## src/rtl/reg_file_pkg.sv

```systemverilog
// Shared types and default sizes for the multi-port register file.
package reg_file_pkg;

    typedef enum logic {
        IDLE     = 1'b0,
        CLEARING = 1'b1
    } state_t;

    localparam int DEF_DATA_W = 8;
    localparam int DEF_ADDR_W = 3;

endpackage

```

## src/rtl/reg_file_clear_seq.sv

```systemverilog
// Hardware clear sequencer: steps one register address per cycle while BUSY.
module reg_file_clear_seq
    import reg_file_pkg::*;
#(
    parameter int ADDR_W = DEF_ADDR_W
) (
    input  logic              CLK,
    input  logic              RESET,
    input  logic              CLEAR,
    output logic              BUSY,
    output logic              clr_en,
    output logic [ADDR_W-1:0] clr_addr
);

    localparam logic [ADDR_W-1:0] LAST_ADDR = '1;

    state_t            state_q, state_d;
    logic [ADDR_W-1:0] cnt_q, cnt_d;

    always_ff @(posedge CLK or negedge RESET) begin
        if (!RESET) begin
            state_q <= IDLE;
            cnt_q   <= '0;
        end else begin
            state_q <= state_d;
            cnt_q   <= cnt_d;
        end
    end

    // CLEAR is only honoured from IDLE, so a request mid-sweep cannot restart it.
    always_comb begin
        state_d = state_q;
        cnt_d   = cnt_q;
        clr_en  = 1'b0;
        case (state_q)
            IDLE: begin
                if (CLEAR) begin
                    state_d = CLEARING;
                    cnt_d   = '0;
                end
            end
            CLEARING: begin
                clr_en = 1'b1;
                if (cnt_q == LAST_ADDR) begin
                    state_d = IDLE;
                    cnt_d   = '0;
                end else begin
                    cnt_d = cnt_q + 1'b1;
                end
            end
            default: state_d = IDLE;
        endcase
    end

    assign BUSY     = (state_q == CLEARING);
    assign clr_addr = cnt_q;

endmodule

```

## src/rtl/reg_file_mp.sv

```systemverilog
// Register file: 1 sync write, 2 async reads, optional zero register and clear sweep.
// Define REG_FILE_BYPASS_EN to forward an accepted write to matching read ports.
module reg_file_mp
    import reg_file_pkg::*;
#(
    parameter int DATA_W   = DEF_DATA_W,
    parameter int ADDR_W   = DEF_ADDR_W,
    parameter bit ZERO_REG = 1'b0
) (
    input  logic              CLK,
    input  logic              RESET,
    input  logic [DATA_W-1:0] IN,
    input  logic [ADDR_W-1:0] INADDRESS,
    input  logic              WRITE,
    input  logic [ADDR_W-1:0] OUT1ADDRESS,
    input  logic [ADDR_W-1:0] OUT2ADDRESS,
    output logic [DATA_W-1:0] OUT1,
    output logic [DATA_W-1:0] OUT2,
    input  logic              CLEAR,
    output logic              BUSY,
    output logic              WR_DROP
);

    localparam int DEPTH = 2 ** ADDR_W;

    logic [DATA_W-1:0] regs_q [DEPTH];
    logic [DATA_W-1:0] regs_d [DEPTH];
    logic              clr_en;
    logic [ADDR_W-1:0] clr_addr;
    logic              wr_zero;
    logic              wr_acc;

    reg_file_clear_seq #(
        .ADDR_W (ADDR_W)
    ) u_clear_seq (
        .CLK      (CLK),
        .RESET    (RESET),
        .CLEAR    (CLEAR),
        .BUSY     (BUSY),
        .clr_en   (clr_en),
        .clr_addr (clr_addr)
    );

    // A zero-register write is silently absorbed; it is not reported as a drop.
    assign wr_zero = ZERO_REG && (INADDRESS == '0);
    assign wr_acc  = WRITE && !BUSY && !wr_zero;
    assign WR_DROP = WRITE && BUSY;

    always_comb begin
        regs_d = regs_q;
        if (wr_acc) begin
            regs_d[INADDRESS] = IN;
        end
        if (clr_en) begin
            regs_d[clr_addr] = '0;
        end
    end

    always_ff @(posedge CLK or negedge RESET) begin
        if (!RESET) begin
            for (int i = 0; i < DEPTH; i++) begin
                regs_q[i] <= '0;
            end
        end else begin
            regs_q <= regs_d;
        end
    end

    always_comb begin
        OUT1 = regs_q[OUT1ADDRESS];
        OUT2 = regs_q[OUT2ADDRESS];
`ifdef REG_FILE_BYPASS_EN
        if (wr_acc && (INADDRESS == OUT1ADDRESS)) begin
            OUT1 = IN;
        end
        if (wr_acc && (INADDRESS == OUT2ADDRESS)) begin
            OUT2 = IN;
        end
`endif
        if (ZERO_REG && (OUT1ADDRESS == '0)) begin
            OUT1 = '0;
        end
        if (ZERO_REG && (OUT2ADDRESS == '0)) begin
            OUT2 = '0;
        end
    end

endmodule

```

## config.mk

```make
export PLATFORM = sky130hd
export DESIGN_NAME = reg_file_mp
export DESIGN_NICKNAME = d
export VERILOG_FILES = /design/src/rtl/reg_file_pkg.sv /design/src/rtl/reg_file_clear_seq.sv /design/src/rtl/reg_file_mp.sv
export SDC_FILE = /design/constraint.sdc
export NUM_CORES = 1
export LEC_CHECK = 0
export BUFFER_PORTS_ARGS = -buffer_cell sky130_fd_sc_hd__buf_2
export CAP_MARGIN = 30
export CORE_AREA = 2 2 99 101
export CTS_CLUSTER_SIZE = 24
export DETAILED_ROUTE_END_ITERATION = 6
export DIE_AREA = 0 0 101 103
export PLACE_DENSITY_LB_ADDON = 0.25
export SETUP_SLACK_MARGIN = 0.1
export SLEW_MARGIN = 20
export SYNTH_ARGS = -nofsm -noshare
export SYNTH_HDL_FRONTEND = slang
export SYNTH_SLANG_ARGS = --single-unit
```

## constraint.sdc

```tcl
create_clock -name CLK -period 2.3 [get_ports CLK]
set_input_delay 0 -clock CLK [delete_from_list [all_inputs] [get_ports CLK]]
set_output_delay 0 -clock CLK [all_outputs]
set_load 0.05 [all_outputs]
```

After elaboration in Yosys (flattened, before gate mapping)
Cells that the tools add are included.
{"block": "op_classes", "add_sub_neg": 1, "magnitude_cmp": 6, "eq_ne": 2, "n_mux": 20, "bitwise_logic": 7, "n_reduce_logical": 5}
{"operator": "64-bit 2-to-1 mux", "n": 2}
{"operator": "64-bit bitwise AND", "n": 1}
{"operator": "64-bit bitwise mux", "n": 1}
{"operator": "64-bit inverter", "n": 1}
{"operator": "8-bit binary-select mux with 3-bit select", "n": 2}
{"operator": "8-bit demux with 3-bit select", "n": 2}
{"operator": "8-bit 2-to-1 mux", "n": 6}
{"operator": "4-bit greater-or-equal comparator, second input constant", "n": 4}
{"operator": "3-bit inverter with 4-bit output", "n": 4}
{"operator": "4-bit by 1-bit < comparator with 1-bit output, second input constant", "n": 2}
{"operator": "3-bit 2-to-1 mux", "n": 2}
{"operator": "3-bit one-hot mux with 2 select lines", "n": 1}
{"operator": "1-bit logical AND", "n": 4}
{"operator": "3-bit by 1-bit adder with 3-bit output, second input constant", "n": 1}
{"operator": "3-bit == test, second input constant", "n": 1}
{"operator": "1-bit 2-to-1 mux", "n": 3}
{"operator": "2-bit != test, second input constant", "n": 1}
{"operator": "1-bit one-hot mux with 2 select lines", "n": 1}
{"operator": "1-bit zero test", "n": 1}
{"operator": "1-bit inverter", "n": 1}
{"block": "word_totals", "register_bits": 68, "inputBits": 21, "output_inout_bits": 18, "elab_cells": 51}

Longest topological paths before layout
Gate-level depths: netlist of run 1.
{"block": "depth", "word_depth": 9, "mapped_depth": 6, "ltp_nobuf": 4}

Modules after synthesis
From an unflattened synthesis of run 1, not the netlist that was laid out.
{"block": "hier_totals", "hier_cells": 392, "area_unflattened_um2": 4291.6}
{"module": "reg_file_mp", "instances": 1, "cells_each": 376, "area_per_inst_um2": 4097.7, "seq_area_each_um2": 1601.5}
{"module": "reg_file_clear_seq", "instances": 1, "cells_each": 16, "area_per_inst_um2": 193.9, "seq_area_each_um2": 100.1}

Least setup slack after synthesis of run 1
Ideal clock, no wire load.
{"block": "synth_path", "kind": "register to register", "from": "register u_clear_seq.state_q, in the netlist u_clear_seq.BUSY", "to": "register regs_q[56] (netlist name)", "setup_ns": 0.131, "arrival_time_ns": 1.591, "required_time_ns": 2.169, "path_slack_ns": 0.578, "path_stages_with_launch": 6, "path_buffers": 2, "synth_period_minus_slack_ns": 1.722, "cell_sequence": "dfrtp_1 > buf_2 > or4b_1 > clkbuf_1 > nand2_1 > o21ai_0"}
{"element": "start, declared", "line_no": "reg_file_clear_seq.sv:17", "text": "state_t state_q, state_d;"}
{"element": "start signal, assigned", "line_no": "reg_file_clear_seq.sv:25", "text": "state_q <= state_d;"}
{"element": "end signal, assigned", "line_no": "reg_file_mp.sv:65", "text": "regs_q <= regs_d;"}
{"element": "end, declared", "line_no": "reg_file_mp.sv:26", "text": "logic [DATA_W-1:0] regs_q [DEPTH];"}

==> flow_metrics.env, run 1 <==
export IMPL_num_vias=3286
export IMPL_grt_pass1_wl_um=18300
export IMPL_grt_setup_unrepaired="false"
export IMPL_cts_root_buffer="clkbuf_8"
export IMPL_post_cts_buffers=0
export IMPL_start_util=0.433
export IMPL_hp_class="in -> reg"
export IMPL_drv_cap=0
export IMPL_die_area_um2=10400
export IMPL_slew_headroom=0.480
export IMPL_drc=0
export IMPL_core_area_um2=9460
export IMPL_ys_seq_area_frac=0.416
export IMPL_grt_ovfl_total=0
export IMPL_path_clk_slew_ns=0.07
export IMPL_setup_viol=0
export IMPL_nNetsFinal=441
export IMPL_clock_fmax_ghz=0.556
export IMPL_cts_buffers=9
export IMPL_drt_antenna_violating_nets=0
export IMPL_finClkSkew_ns=0.00654
export IMPL_cts_num_sinks=68
export IMPL_dr_pass1_iters=5
export IMPL_arrival_ns=1.99
export IMPL_vias_per_cell=6.12
export IMPL_yosys_warnings=0
export IMPL_area_delta_synth_final_pct=11.2
export IMPL_max_vdd_ir_drop_v=0.000550
export IMPL_yosys_area_top_type_share=0.416
export IMPL_portBuffers=38
export IMPL_syn_area_um2=4100
export IMPL_slowest_delay_ns=0.52
export IMPL_synthTopCellsByArea="dfrtp_1, mux4_1, o21ai_0"
export IMPL_drt_total_wl_um=11600
export IMPL_drt_iter0_drc=223
export IMPL_crit_path_top_delay_cell="nor3b_4"
export IMPL_place_gp_congestion=0.863
export IMPL_total_power_w=0.00500
export IMPL_cp_required_ns=2.50
export IMPL_rows=36
export IMPL_clock_path_buffers=2
export IMPL_num_io_pins=39
export IMPL_track_usage=0.237
export IMPL_clkPwrFrac=0.163
export IMPL_cp_end_kind="flop"
export IMPL_tightestPinTransition_ns=0.781
export IMPL_post_cts_resized=0
export IMPL_power_per_cell_area_nw_per_um2=1100
export IMPL_final_common_cell="dfrtp_1"
export IMPL_syn_instance_count=393
export IMPL_post_route_period_util=0.782
export IMPL_fin_crit_ns=1.80
export IMPL_grt_pass1_vias=3169
export IMPL_dp_hpwl_um=8100
export IMPL_p_switching_w=0.00213
export IMPL_clkLatencyLatePin_ns=0.34
export IMPL_cts_tree="done"
export IMPL_synth_top_cell_by_area="dfrtp_1"
export IMPL_n_fill_cell=881
export IMPL_grt_max_degree=32
export IMPL_mostFrequentLayoutCells="dfrtp_1, nand2_1, o21ai_0"
export IMPL_slew_violations=0
export IMPL_swShare=0.427
export IMPL_fp_dieW_um=101
export IMPL_intPower_w=0.00287
export IMPL_seqCellArea_um2=1700
export IMPL_tns_ns=0
export IMPL_status="complete, no violations"
export IMPL_antenna_found_initial=0
export IMPL_synth_distinct_cells=26
export IMPL_htreeDepth=3
export IMPL_power_static_leakage_nw=2.09
export IMPL_combPwrFrac=0.409
export IMPL_syn_mean_instance_area_um2=10.4
export IMPL_synth_seq_cells=68
export IMPL_start_kind="flop"
export IMPL_final_hold_viol_count=0
export IMPL_die_h_um=103
export IMPL_routedWlPerCell_um=21.6
export IMPL_critPathKind="reg -> reg"
export IMPL_multi_input_area_um2=2160
export IMPL_crit_path_max_fanout=12
export IMPL_drive_above_1_share=0.204
export IMPL_syn_nets=416
export IMPL_worstPathCellList="nor3b_4, and2_0, o21ai_0"
export IMPL_p_seq_frac=0.428
[timing repair]
| item | CTS | global route |
|---|---|---|
| hold endpoints to repair | 54 | 0 |
| hold buffers | 8 | 0 |
| endpoints found under the setup margin | 0 | 0 |
[worst paths after layout]
check / start / end / slack [ns] / depth (start not counted)
min in group asynchronous: RESET / u_clear_seq.clr_addr[2] / 0.27 / 2
setup reg to reg: u_clear_seq.BUSY / regs_q[25] / 0.50 / 3
max in group asynchronous: RESET / regs_q[2] / 1.23 / 3
setup / recovery: u_clear_seq.BUSY / regs_q[25] / 0.50 / 3
hold / removal: IN[4] / regs_q[28] / 0.02 / 3
hold reg to reg: regs_q[47] / regs_q[47] / 0.54 / 2
[cells by family (layout without fill, tap and decap cells)]
logic type / Yosys count / in the layout / share of synthesized area
flip-flops: 68 / 68 / 0.416
AND/OR/NAND/NOR: 158 / 158 / 0.189
AO/OA/AOI/OAI: 68 / 68 / 0.0831
other: 0 / 1 / 0
buffers and inverters: 49 / 78 / 0.0593
adder cells (fa/ha/maj): 2 / 2 / 0.00611
multiplexers: 48 / 48 / 0.247
[synthesized netlist by cell type]
library cell	count
o21ai_1	3
mux4_2	2
and3b_1	1
a21oi_1	1
buf_1	5
o21ai_0	64
and2_0	5
dfrtp_1	68
and2_1	5
mux2_2	16
nor2b_1	2
ha_1	2
nand3_1	63
buf_2	9
nand4_1	2
nand4b_1	3
nand2_1	67
buf_6	2
nand2b_1	3
nor2_1	2
nand4bb_1	3
nor3b_2	1
buf_12	2
mux4_1	30
clkbuf_1	31
or4b_1	1
[sequential cells by signal, summed over array words and instances (netlist names)]
register	flops
regs_q	64
u_clear_seq.BUSY	1
u_clear_seq.clr_addr	3
[critical path: cells and delay by family, from the launching register on]
family             cells  cell delay (ns)
and+or+nand+nor        2             1.04
DFF                    1             0.43
AOI/OAI and AO/OA      1             0.18
[cell type report]
| type | instances | area share |
|---|---|---|
| multi-input combinational | 276 | 0.474 |
| clock buffer | 12 | 0.0297 |
| tap | 114 | 0.0313 |
| sequential | 68 | 0.374 |
| antenna | 1 | 0.000550 |
| clock inverter | 3 | 0.00330 |
| timing repair buffer | 63 | 0.0874 |
[routing by layer]
layer,track usage,vias to the layer above,routed length (µm),part of all wire
met4,0.0717,0,206,0.018
li1,-,1491,-,-
met5,0,-,0,0
met3,0.0454,16,768,0.066
met1,0.344,1654,5120,0.44
met2,0.366,125,5480,0.47
[per-stage QoR]
stage	cells	cell area, µm²	setup slack (ns)	util	hold WS (ns)
global route	536	4550	0.344	0.481	0.0238
CTS	536	4550	0.508	0.481	0.00649
finish	537	4550	0.502	0.481	0.0215
global placement	513	4320	0.529	0.457	0.116
detailed placement	513	4320	0.502	0.457	0.120
floorplan	393	4100	0.578	-	-0.296
[power groups by stage]
stage               registers [W]  logic, W  clock network, W
floorplan                 0.00192   0.00163                 0
global placement          0.00211   0.00200                 0
detailed placement        0.00215   0.00203                 0
CTS                       0.00213   0.00205          0.000827
global route              0.00220   0.00223          0.000890
finish                    0.00214   0.00205          0.000816
(Power assumes the default switching activity.)
==> run 2, diff against run 1 <==
Clock period 2.3 ns to 1.75 ns, I/O delays scaled along.
==> flow_metrics.env, run 2 (same netlist as run 1, synthesis figures left out) <==
export IMPL_status="complete, no violations"
export IMPL_reg2reg_depth=4
export IMPL_place_inst=527
export IMPL_tightestPinTransition_ns=0.588
export IMPL_grt_pass1_wl_um=19200
export IMPL_fp_dieW_um=101
export IMPL_rows=36
export IMPL_vias_per_cell=6.02
export IMPL_fin_cells=573
export IMPL_mostFrequentLayoutCells="nand2_1, dfrtp_1, o21ai_0"
export IMPL_whs_path_depth=4
export IMPL_slew_headroom=0.608
export IMPL_largest_reg_flops=64
export IMPL_drt_total_wl_um=12000
export IMPL_slew_violations=0
export IMPL_multi_input_area_um2=2100
export IMPL_seqCellArea_um2=1700
export IMPL_cts_num_sinks=68
export IMPL_dr_pass1_iters=5
export IMPL_cts_tree="done"
export IMPL_clock_path_buffers=2
export IMPL_power_per_cell_area_nw_per_um2=1510
export IMPL_n_fill_cell=876
export IMPL_die_h_um=103
export IMPL_nNetsFinal=477
export IMPL_portBuffers=38
export IMPL_finClkSkew_ns=0.00723
export IMPL_cts_buffers=9
export IMPL_cts_root_buffer="clkbuf_8"
export IMPL_max_vdd_ir_drop_v=0.000668
export IMPL_die_area_um2=10400
export IMPL_track_usage=0.251
export IMPL_antenna_found_initial=0
export IMPL_htreeDepth=3
export IMPL_grt_ovfl_total=0
export IMPL_num_vias=3448
export IMPL_start_kind="flop"
export IMPL_num_io_pins=39
export IMPL_crit_path_max_fanout=3
export IMPL_drt_antenna_violating_nets=0
export IMPL_antenna_cells=0
export IMPL_drt_iter0_drc=305
export IMPL_cp_num_cells=3
export IMPL_crit_path_top_delay_cell="mux4_2"
export IMPL_setup_ws_ns=0.0572
export IMPL_fin_crit_ns=1.69
export IMPL_tns_ns=0
export IMPL_clkLatencyLatePin_ns=0.35
export IMPL_final_hold_viol_count=0
export IMPL_power_static_leakage_nw=2.16
export IMPL_start_util=0.433
export IMPL_cp_end_kind="output pin"
export IMPL_slowest_delay_ns=0.47
export IMPL_place_gp_congestion=0.865
export IMPL_cp_top_family="multiplexers"
export IMPL_whs_ns=0.0196
export IMPL_routedWlPerCell_um=21.0
export IMPL_cp_required_ns=1.75
export IMPL_drive_above_1_share=0.338
export IMPL_arrival_ns=1.69
export IMPL_hp_class="in -> reg"
export IMPL_grt_pass1_vias=3403
export IMPL_drv_cap=0
export IMPL_dp_slack_ns=0.159
export IMPL_dp_hpwl_um=8080
export IMPL_critPathKind="reg -> out"
export IMPL_clock_fmax_ghz=0.591
export IMPL_grt_setup_unrepaired="true"
export IMPL_path_clk_slew_ns=0.08
export IMPL_setup_viol=0
export IMPL_drc=0
export IMPL_grt_max_degree=47
export IMPL_area_delta_synth_final_pct=22.0
export IMPL_core_area_um2=9460
export IMPL_crit_buf_inv=1
export IMPL_post_route_period_util=0.967
export IMPL_largest_register="regs_q"
export IMPL_worstPathCellList="mux4_2, mux2_4, buf_8"
-- run 2: cell count changes in the layout (fill, tap and decap cells not counted), moves of 3 or more --
cell	before	now
buf_8	0	13
buf_6	0	3
mux2_2	16	3
mux4_2	2	31
mux2_4	0	13
buf_12	0	3
mux4_1	30	1
clkbuf_8	9	12
buf_4	17	48
buf_2	38	22
-- run 2: final cells by class --
class                   instances  area share
repair buffers                 99       0.172
multi-input cells             276       0.421
flip-flops and latches         68       0.341
clock buffers                  13      0.0338
well taps                     114      0.0286
clock inverters                 3     0.00401
-- run 2: tightest hold or removal path: cells and delay by family --
kind                   cells  cell delay (ns)
buffers and inverters      1             0.11
AOI/OAI and AO/OA          1             0.07
and+or+nand+nor            2             0.14
-- run 2: worst paths after layout --
kind                                   from                       to  slack, ns
max                              regs_q[58]                  OUT2[2]       0.06
max in group asynchronous             RESET               regs_q[56]       0.92
max reg2reg                u_clear_seq.BUSY               regs_q[37]       0.20
min reg2reg                      regs_q[13]               regs_q[13]       0.55
min in group asynchronous             RESET  u_clear_seq.clr_addr[2]       0.18
min                            INADDRESS[1]               regs_q[27]       0.02
-- run 2: stage by stage --
step,area (µm²),power (W),utilization
CTS,4900,0.00737,0.519
global route,5000,0.00793,0.528
floorplan,4100,0.00466,-
detailed placement,4460,0.00554,0.472
finish,5000,0.00754,0.528
global placement,4460,0.00544,0.472
-- run 2: per-layer routing --
layer / vias up / track usage / share of wire
li1: 1533 / - / -
met1: 1711 / 0.343 / 0.43
met2: 176 / 0.402 / 0.48
met3: 28 / 0.0312 / 0.067
met4: 0 / 0.114 / 0.030
met5: - / 0 / 0
-- run 2: where the power goes --
group	internal (W)	switching, W
clock	0.000629	0.000620
combinational	0.00170	0.00177
sequential	0.00219	0.000628
-- run 2: what timing repair did --
action                                  in CTS  in global routing
hold endpoints to repair                    83                  0
buffers inserted                             9                 11
hold buffers                                10                  0
gates resized for setup                     80                 10
endpoints found under the setup margin      16                 25
